**src/rtl/sprite_pkg.sv**
```systemverilog
// Shared constants, clog2 helper and sprite position record for multi_sprite_detection.
// Latency: none (package only).
// Backpressure: none (package only).
package sprite_pkg;

    localparam int DEF_N_SPRITES = 4;
    localparam int DEF_SPRITE_W  = 32;
    localparam int DEF_SPRITE_H  = 32;
    localparam int DEF_COORD_W   = 10;
    // Position fields are stored at this width; unused high bits stay zero and are pruned.
    localparam int MAX_COORD_W   = 16;

    function automatic int clog2(input int value);
        int r;
        r = 0;
        while ((1 << r) < value) r++;
        return r;
    endfunction

    typedef struct packed {
        logic [MAX_COORD_W-1:0] x;
        logic [MAX_COORD_W-1:0] y;
        logic                   en;
    } sprite_pos_t;

endpackage

```
**src/rtl/sprite_hit.sv**
```systemverilog
// Per-sprite bounding-box test and in-sprite texel offset.
// Latency: combinational.
// Backpressure: none.
module sprite_hit import sprite_pkg::*; #(
    parameter int SPRITE_W = DEF_SPRITE_W,
    parameter int SPRITE_H = DEF_SPRITE_H,
    parameter int COORD_W  = DEF_COORD_W,
    parameter int DX_W     = clog2(SPRITE_W),
    parameter int DY_W     = clog2(SPRITE_H)
) (
    input  logic [COORD_W-1:0] vga_x,
    input  logic [COORD_W-1:0] vga_y,
    input  sprite_pos_t        pos,
    output logic               hit,
    output logic [DX_W-1:0]    dx,
    output logic [DY_W-1:0]    dy
);

    localparam int SUM_W = MAX_COORD_W + 1;

    logic [SUM_W-1:0] px, py, x_lo, y_lo, x_hi, y_hi;

    // One extra bit on the upper bound so a sprite near the edge never wraps to column 0.
    assign px   = SUM_W'(vga_x);
    assign py   = SUM_W'(vga_y);
    assign x_lo = SUM_W'(pos.x);
    assign y_lo = SUM_W'(pos.y);
    assign x_hi = x_lo + SUM_W'(SPRITE_W);
    assign y_hi = y_lo + SUM_W'(SPRITE_H);

    assign hit = pos.en && (px >= x_lo) && (px < x_hi) && (py >= y_lo) && (py < y_hi);
    assign dx  = vga_x[DX_W-1:0] - pos.x[DX_W-1:0];
    assign dy  = vga_y[DY_W-1:0] - pos.y[DY_W-1:0];

endmodule

```
**src/rtl/multi_sprite_detection.sv**
```systemverilog
// Multi-sprite pixel hit detection with double-buffered positions (SPRITE_COLLISION_EN adds collision flag).
// Latency: outputs lag vga_x_in/vga_y_in by 2 cycles.
// Backpressure: pos_ready low during frame_start or reset; the source holds the write.
module multi_sprite_detection import sprite_pkg::*; #(
    parameter int N_SPRITES = DEF_N_SPRITES,
    parameter int SPRITE_W  = DEF_SPRITE_W,
    parameter int SPRITE_H  = DEF_SPRITE_H,
    parameter int COORD_W   = DEF_COORD_W,
    parameter int IDX_W     = clog2(N_SPRITES),
    parameter int ROM_AW    = clog2(SPRITE_W * SPRITE_H)
) (
    input  logic               clk,
    input  logic               reset,
    input  logic [COORD_W-1:0] vga_x_in,
    input  logic [COORD_W-1:0] vga_y_in,
    input  logic               frame_start,
    input  logic               pos_wr,
    input  logic [IDX_W-1:0]   pos_idx,
    input  logic [COORD_W-1:0] pos_x,
    input  logic [COORD_W-1:0] pos_y,
    input  logic               pos_en,
    output logic               pos_ready,
    output logic               square_there,
    output logic [IDX_W-1:0]   sprite_id,
    output logic [ROM_AW-1:0]  rom_coord,
    output logic               collision
);

    localparam int DX_W = clog2(SPRITE_W);
    localparam int DY_W = clog2(SPRITE_H);

    sprite_pos_t shadow [N_SPRITES];
    sprite_pos_t active [N_SPRITES];

    logic [N_SPRITES-1:0] hit_c, s1_hit;
    logic [DX_W-1:0]      dx_c [N_SPRITES];
    logic [DY_W-1:0]      dy_c [N_SPRITES];
    logic [DX_W-1:0]      s1_dx [N_SPRITES];
    logic [DY_W-1:0]      s1_dy [N_SPRITES];

    logic              win_hit;
    logic [IDX_W-1:0]  win_id;
    logic [ROM_AW-1:0] win_rom;
    logic              wr_ok;

    assign pos_ready = ~frame_start & ~reset;
    // Out-of-range indices are accepted but land nowhere.
    assign wr_ok     = pos_wr & pos_ready & (32'(pos_idx) < N_SPRITES);

    always_ff @(posedge clk) begin
        if (reset) begin
            for (int i = 0; i < N_SPRITES; i++) begin
                shadow[i] <= '0;
                active[i] <= '0;
            end
        end else begin
            if (wr_ok)
                shadow[pos_idx] <= '{x: MAX_COORD_W'(pos_x), y: MAX_COORD_W'(pos_y), en: pos_en};
            if (frame_start)
                active <= shadow;
        end
    end

    for (genvar g = 0; g < N_SPRITES; g++) begin : g_hit
        sprite_hit #(
            .SPRITE_W (SPRITE_W),
            .SPRITE_H (SPRITE_H),
            .COORD_W  (COORD_W)
        ) u_sprite_hit (
            .vga_x (vga_x_in),
            .vga_y (vga_y_in),
            .pos   (active[g]),
            .hit   (hit_c[g]),
            .dx    (dx_c[g]),
            .dy    (dy_c[g])
        );
    end

    always_ff @(posedge clk) begin
        if (reset) begin
            s1_hit <= '0;
            for (int i = 0; i < N_SPRITES; i++) begin
                s1_dx[i] <= '0;
                s1_dy[i] <= '0;
            end
        end else begin
            s1_hit <= hit_c;
            s1_dx  <= dx_c;
            s1_dy  <= dy_c;
        end
    end

    // Scan high to low so the lowest-index hitting sprite is the last to assign.
    always_comb begin
        win_hit = 1'b0;
        win_id  = '0;
        win_rom = '0;
        for (int i = N_SPRITES - 1; i >= 0; i--) begin
            if (s1_hit[i]) begin
                win_hit = 1'b1;
                win_id  = IDX_W'(i);
                win_rom = {s1_dy[i], s1_dx[i]};
            end
        end
    end

    always_ff @(posedge clk) begin
        if (reset) begin
            square_there <= 1'b0;
            sprite_id    <= '0;
            rom_coord    <= '0;
        end else begin
            square_there <= win_hit;
            sprite_id    <= win_id;
            if (win_hit)
                rom_coord <= win_rom;
        end
    end

`ifdef SPRITE_COLLISION_EN
    logic any_c, multi_c, s1_multi, coll_acc, collision_q;

    always_comb begin
        any_c   = 1'b0;
        multi_c = 1'b0;
        for (int i = 0; i < N_SPRITES; i++) begin
            if (hit_c[i]) begin
                if (any_c) multi_c = 1'b1;
                any_c = 1'b1;
            end
        end
    end

    // Sticky per-frame overlap flag, published and cleared at each frame boundary.
    always_ff @(posedge clk) begin
        if (reset) begin
            s1_multi    <= 1'b0;
            coll_acc    <= 1'b0;
            collision_q <= 1'b0;
        end else begin
            s1_multi <= multi_c;
            if (frame_start) begin
                collision_q <= coll_acc | s1_multi;
                coll_acc    <= 1'b0;
            end else begin
                coll_acc <= coll_acc | s1_multi;
            end
        end
    end

    assign collision = collision_q;
`else
    assign collision = 1'b0;
`endif

endmodule

```
**config.mk**
```make
export PLATFORM = sky130hd
export DESIGN_NAME = multi_sprite_detection
export DESIGN_NICKNAME = d
export VERILOG_FILES = /design/src/rtl/sprite_pkg.sv /design/src/rtl/sprite_hit.sv /design/src/rtl/multi_sprite_detection.sv
export SDC_FILE = /design/constraint.sdc
export NUM_CORES = 1
export LEC_CHECK = 0
export CORE_MARGIN = 2
export CORE_UTILIZATION = 28
export DETAILED_ROUTE_END_ITERATION = 8
export PLACE_DENSITY = 0.44
export SLEW_MARGIN = 20
export SYNTH_ARGS = -nofsm -noshare
export SYNTH_HDL_FRONTEND = slang
export SYNTH_HIERARCHICAL = 1
export SYNTH_SLANG_ARGS = --single-unit
```
**constraint.sdc**
```tcl
create_clock -name clk -period 4.65 [get_ports clk]
set_input_delay 1.1625 -clock clk [delete_from_list [all_inputs] [get_ports clk]]
set_output_delay 1.1625 -clock clk [all_outputs]
set_load 0.005 [all_outputs]
```
======== Word level (Yosys, flattened, before mapping) ========
Cells that the tools add are included.
word-level totals
  register bits ........................... 321
  input port bits ......................... 47
  word-level logic and storage cells ...... 109
cells by class
  add/subtract/negate cells ............... 16
  order comparisons ....................... 18
  multiplexer cells ....................... 14
  bitwise gates (word level) .............. 5
  reductions and logical operators ........ 19
operators by type and width
  kind                     number
  $add A16 B6 Y17 const B  8
  $lt A10 B17 Y1           8
  $bwmux W132              1
  $ge A10 B16 Y1           8
  $demux W33 S2            1
  $mux W10                 4
  $sub A5 B5 Y5            8
  $mux W33                 1
  $logic_and A1 B1 Y1      17
  $mux W1                  5
  $mux W2                  2
  $ge A3 B3 Y1 const B     1
  $lt A3 B1 Y1 const B     1
  $not A2 Y3               1
  $reduce_or A3 Y1         1
  $and A1 B1 Y1            2
  $not A1 Y1               2
  $reduce_or A2 Y1         1

======== Longest topological paths before layout ========
  depth in word-level cells ............... 6
  mapped depth ............................ 10
  depth with buffers taken out ............ 10

======== Cells and area by module ========
Netlist, hierarchy kept.
by module, submodules not included
  module                                   instances  cells each  area each (µm²)
  multi_sprite_detection                   1          854         8125.3
  sprite_hit at g_hit[1].u_sprite_hit ...  3          148         1107.3
  sprite_hit at g_hit[0].u_sprite_hit      1          145         1109.8

======== Worst setup path before layout ========
Ideal clock, no wire load.
  path kind ............................... input to output
  start point ............................. in reset
  end point ............................... out pos_ready
  arrival ................................. 1.839 ns
  data required time ...................... 3.488 ns
  setup slack ............................. 1.648 ns
  stages .................................. 4
  cells stage by stage .................... buf_2 -> buf_2 -> clkbuf_1 -> nor2_1
on the way
  cells in the longest elaborated chain, start to end .. 2
RTL lines
  what             line                          RTL
  start, declared  multi_sprite_detection.sv:13  input logic reset,
  $not A1 Y1       multi_sprite_detection.sv:46  assign pos_ready = ~frame_start & ~reset;
  $and A1 B1 Y1    multi_sprite_detection.sv:46
  end, declared    multi_sprite_detection.sv:22  output logic pos_ready,
No other way between the ends.

======== Final worst setup path ========
Ends and elaborated chain as after synthesis.

==> results.ini <==
[synth]
ys_top_cells_by_area=dfxtp_1 (36%), ha_1 (13%), mux2i_1 (7.0%), a21oi_1 (4.8%), nor2_1 (4.1%)
synth_xor_area_share_pct=2.790
syn-cell-area_um2=12560
synth_compound_area_share_pct=15.94
yosysMostFrequentCell=dfxtp_1
synth_cells=1443
synth_common_cells=dfxtp_1 (225), nor2_1 (138), inv_1 (131)
synth_adder_area_share_pct=14.03
syn_avg_cell_area_um2=8.702
yosysWarnings=6
synth_top_cell_area_share_pct=35.87
synthFlopType=dfxtp_1
yosysUniqueCellTypes=70
async_flop_share_pct=0
synth-seq-cells=225
synth_top_cell_by_area=dfxtp_1
muxShareOfSynthArea_pct=7.463
ys_seq_area_share_pct=35.87
synthSimpleGateAreaFrac_pct=16.98
synth_top_family_by_area=simple AND/OR/NAND/NOR gates
synth_edf_count=0

[cts]
cts_resized=0
clockBufferDepth=3
numClockSinks=225
tritoncts=done
cts_hold_buffers=0
cts_root_buf=clkbuf_16
cts.clk_slew.worst_paths_ps=60
insertion_delay_ps=550
postCtsSetupRepairBufs=0
numCtsBuffers=27
htree_levels=1

[timing]
max_freq_ghz=0.2927
fin_crit_sh_pct=73.48
worst_pin_slew_ps=1008
period_needed_ps=3417
relSlewSlack_pct=32.78
hold_viol=0
finalSetupViolCount=0
tns_ps=0
rsz0062_at_grt=no
final_max_slew_viol_count=0
finalClockSkew_ps=12.56

[pwr]
power_leakage_nw=5.739
powerDensity_nw_per_um2=305.6
ir_worst_vdd_uv=239.2

[floorplan]
die_w_um=215.8
core_area_um2=44220
floorplan.rows=77
fp.dieH_um=215.8
io_pins=62
die-area_um2=46560
initial_core_util_pct=28.40

[setup_path]
cp_slowest_cell=clkdlybuf4s50_1
criticalPathCategory=primary input to output pin
crit_required_ps=3490
crit_fanout=60
cp-start-kind=primary input
end_kind=output pin
cp_cell_sequence=buf_6 > nor2_1 > clkdlybuf4s50_1
slowest_delay_ps=580
arrival_ps=2250
path_buf_inv=2
critical-path-top-delay-family=buffers and inverters

[placement]
place_inst=2117
gp_congestion=0.8165
hpwl_um=25700
portBuffers=60

[detailed_routing]
drc=0
first_iter_violations=509
ant_nets=0
vias=10060
post_drt_wl_per_cell_um=16.65
viasPerCell=4.646
wl_um=36060
dr.pass1.iters=5

[layout]
finalNetCount=1737
drive_gt1_share_pct=5.019
insertedDiodeCount=0
stdcell_count=2166
ff_latch_area_um2=4504
multi_input_area_um2=7540
area_growth_pct=18.33
nFillCells=4628

[worst_hold_path]
min_path_type=flip-flop to flip-flop

[global_routing]
track_usage_pct=15.55
grt_pass1_wl_um=57930
grt_max_degree=89
antenna_found_initial=0
grt_overflow=0
grt_pass1_vias=10070

[job]
cap_violations=0

[run_status]
status=finished, final reports clean

cell families (layout without fill, tap and decap cells):
family | after synthesis | after routing
DFF | 225 | 225
other | 1 | 88
muxes | 92 | 92
and+or+nand+nor | 406 | 406
AOI/OAI and AO/OA | 332 | 332
xor gates and xnor gates | 40 | 40
buffers and inverters | 211 | 255
adders and majority gates | 136 | 136
cell type report:
class	instances	area share, %
Inverter	132	3.334
Clock buffer	41	5.170
Timing Repair Buffer	74	4.791
Clock inverter	8	0.6652
Sequential cell	225	30.31
Multi-Input combinational cell	1094	50.74
Tap cell	592	4.985
power by group:
| part | switching [mW] | internal, mW | leakage [nW] |
|---|---|---|---|
| Combinational | 0.282 | 0.183 | 3.50 |
| Sequential | 0.0149 | 1.96 | 1.83 |
| Clock | 0.851 | 1.25 | 0.418 |
per-stage QoR:
| step | area, um^2 | utilization [%] | hold WS [ps] | setup WS [ps] | total power [mW] |
|---|---|---|---|---|---|
| detailed placement | 13990 | 31.64 | 446.8 | 798.4 | 2.489 |
| finish | 14860 | 33.60 | 451.2 | 1233 | 4.542 |
| global placement | 13990 | 31.63 | 442.7 | 813.3 | 2.488 |
| CTS | 14860 | 33.60 | 458.0 | 1136 | 4.623 |
| floorplan | 12880 | - | 430.8 | 1648 | 2.316 |
| global route | 14860 | 33.60 | 480.1 | 1139 | 4.757 |
cell usage in the layout, fill, tap and decap left out, types with 5 or more instances in the layout:
master,count
conb_1,88
o21ai_1,87
nor4_1,12
nand3_1,102
inv_1,131
ha_1,128
fa_1,8
nor3b_1,8
a21o_1,7
o221ai_1,7
mux2i_1,88
o21a_1,13
nand2b_1,7
o31ai_1,8
clkbuf_1,10
o21ai_0,27
a2111oi_0,12
o31a_1,8
nor2b_1,73
buf_4,14
xnor2_1,36
dfxtp_1,225
or4_1,5
clkbuf_16,27
a31oi_1,6
nand2_1,18
nor3_1,13
nor2_1,138
clkdlybuf4s50_1,57
nor4b_1,6
a21oi_1,120
worst min-delay path, stage by stage, from the launching register on:
cell,delay [ps]
dfxtp_1,290
inv_1,40
a2111oi_0,70
registers in the layout, indices dropped and copies added, names as in the netlist:
register	count
shadow	84
s1_dx	20
sprite_id	2
rom_coord	10
active	84
s1_dy	20
square_there	1
s1_hit	4
path summary, 6_finish.rpt:
kind | startpoint | endpoint | slack [ps] | cells past startpoint
worst min register to register | s1_dx[17] | rom_coord[2] | 450 | 2
worst max-delay path | reset | pos_ready | 1230 | 3
worst min-delay path | s1_dx[17] | rom_coord[2] | 450 | 2
worst max register to register | active[121] | s1_hit[0] | 2230 | 9
per-layer routing:
| metal | share of wire [%] | vias to the layer above | global-route usage [%] |
|---|---|---|---|
| met5 | 0 | - | 0 |
| met1 | 48 | 4710 | 21.03 |
| met3 | 3.3 | 50 | 2.354 |
| met4 | 2.6 | 0 | 4.092 |
| met2 | 46 | 130 | 25.79 |
| li1 | - | 5174 | - |
Power figures use the tool's default switching activity.
==> edit, RTL diff (config.mk and constraints unchanged) <==
The option `SPRITE_COLLISION_EN` is turned on by a define.
--- a/src/rtl/multi_sprite_detection.sv
+++ b/src/rtl/multi_sprite_detection.sv
@@ -1,6 +1,8 @@
 // Multi-sprite pixel hit detection with double-buffered positions (SPRITE_COLLISION_EN adds collision flag).
 // Latency: outputs lag vga_x_in/vga_y_in by 2 cycles.
 // Backpressure: pos_ready low during frame_start or reset; the source holds the write.
+`define SPRITE_COLLISION_EN
+
 module multi_sprite_detection import sprite_pkg::*; #(
     parameter int N_SPRITES = DEF_N_SPRITES,
     parameter int SPRITE_W  = DEF_SPRITE_W,
Behaviour: not the same (a bounded check fails within 10 cycles, from zero or initial values and one cycle with reset high).
==> edit against the original RTL <==
Setup slack worse by 0.37 ns; synthesized area grew 1.3%; first-iteration DRC count up 2.8%; final area increased by 1.4%; via count is 1.1% higher; critical path depth grew 10; wire length is 2.3% higher; total power increased by 2.6%; sequential cell count increased by 3; worst hold slack worse by 0.010 ns; count of clock-buffer cells in the layout shrank 1; highest routed layer unchanged.
==> edit: results (changes against the original RTL) <==
outcome: completed (unchanged)
Reg-to-Reg Start: active[105]$_SDFFE_PP0P_ (was active[121]$_SDFFE_PP0P_)
final std cells w/o fill: 2186 (was 2166)
routed metal-1 wirelength: 19400 µm (was 17400 µm)
FF-to-FF path depth: 11 (was 9)
Yosys cell types: 71 (was 70)
met2 routed WL: 15900 µm (was 16500 µm)
WL per Instance: 16.9 µm (was 16.6 µm)
nets@finish: 1748 (was 1737)
Comb group: 0.477 mW (was 0.465 mW)
met3 GRT Util: 0.0184 (was 0.0235)
multiplexer share of the synthesized area: 0.0737 (was 0.0746)
HPWL Detailed: 25400 µm (was 25700 µm)
Internal Pwr Total: 3.46 mW (was 3.39 mW)
top post-synthesis cells by area: dfxtp_1 36%, ha_1 13%, mux2i_1 6.9% (was dfxtp_1 36%, ha_1 13%, mux2i_1 7.0%)
met3 wire length: 1090 µm (was 1190 µm)
Final min period: 3.79 ns (was 3.42 ns)
vias in the first global route: 10.1k (about the same)
WP data arrival: 4.27 ns (was 2.25 ns)
fraction of layout cells with a size suffix above 1: 0.0562 (was 0.0502)
final hold slack: 0.441 ns (was 0.451 ns)
Total Routing Usage GR: 0.158 (was 0.156)
clock network power share: 0.467 (was 0.462)
worst-path maximum fanout: 4 (was 60)
P_leak: 5.81 nW (was 5.74 nW)
pre-CTS setup slack: 0.299 ns (was 0.798 ns)
Synth Area in XOR/XNOR: 0.0275 (was 0.0279)
worst hold start: s1_dx[16]$_SDFF_PP0_ (was s1_dx[17]$_SDFF_PP0_)
first-pass GRT wire length: 58800 µm (was 57900 µm)
Peak supply drop: 0.195 mV (was 0.239 mV)
post-synthesis adder-cell area fraction: 0.139 (was 0.140)
reg-to-reg slack, setup: 1.58 ns (was 2.23 ns)
Filler Cells Inserted: 4778 (was 4628)
cells after synthesis: 1453 (was 1443)
worst hold endpoint: rom_coord[1]$_SDFFE_PP0P_ (was rom_coord[2]$_SDFFE_PP0P_)
==> edit: changes by cell type in the layout (fill, tap and decap cells not counted), moves of 2 or more <==
cell       before  now
o21ai_1        87   48
nor3_1         13   15
o21ai_0        27   64
a2111oi_1       0    6
a2111oi_0      12    7
dfxtp_1       225  228
nor2b_1        73   71
clkbuf_1       10    3
clkbuf_8        4   10
o21ai_2         0    2
nor2_1        138  141
==> edit: layout make-up <==
class	count	area [µm²]	area share
Antenna cell	1	2.50	0.000166
Clock buffer	40	825	0.0547
Clock inverter	9	98.8	0.00656
Inverter	133	500	0.0332
Multi-Input combinational cell	1099	7580	0.503
Sequential cell	228	4560	0.303
Tap cell	600	751	0.0498
Timing Repair Buffer	76	742	0.0493
==> edit: worst min-delay path: stages (launching register included) <==
cell and delay [ns]:
dfxtp_1 0.29, inv_1 0.04, a2111oi_1 0.06
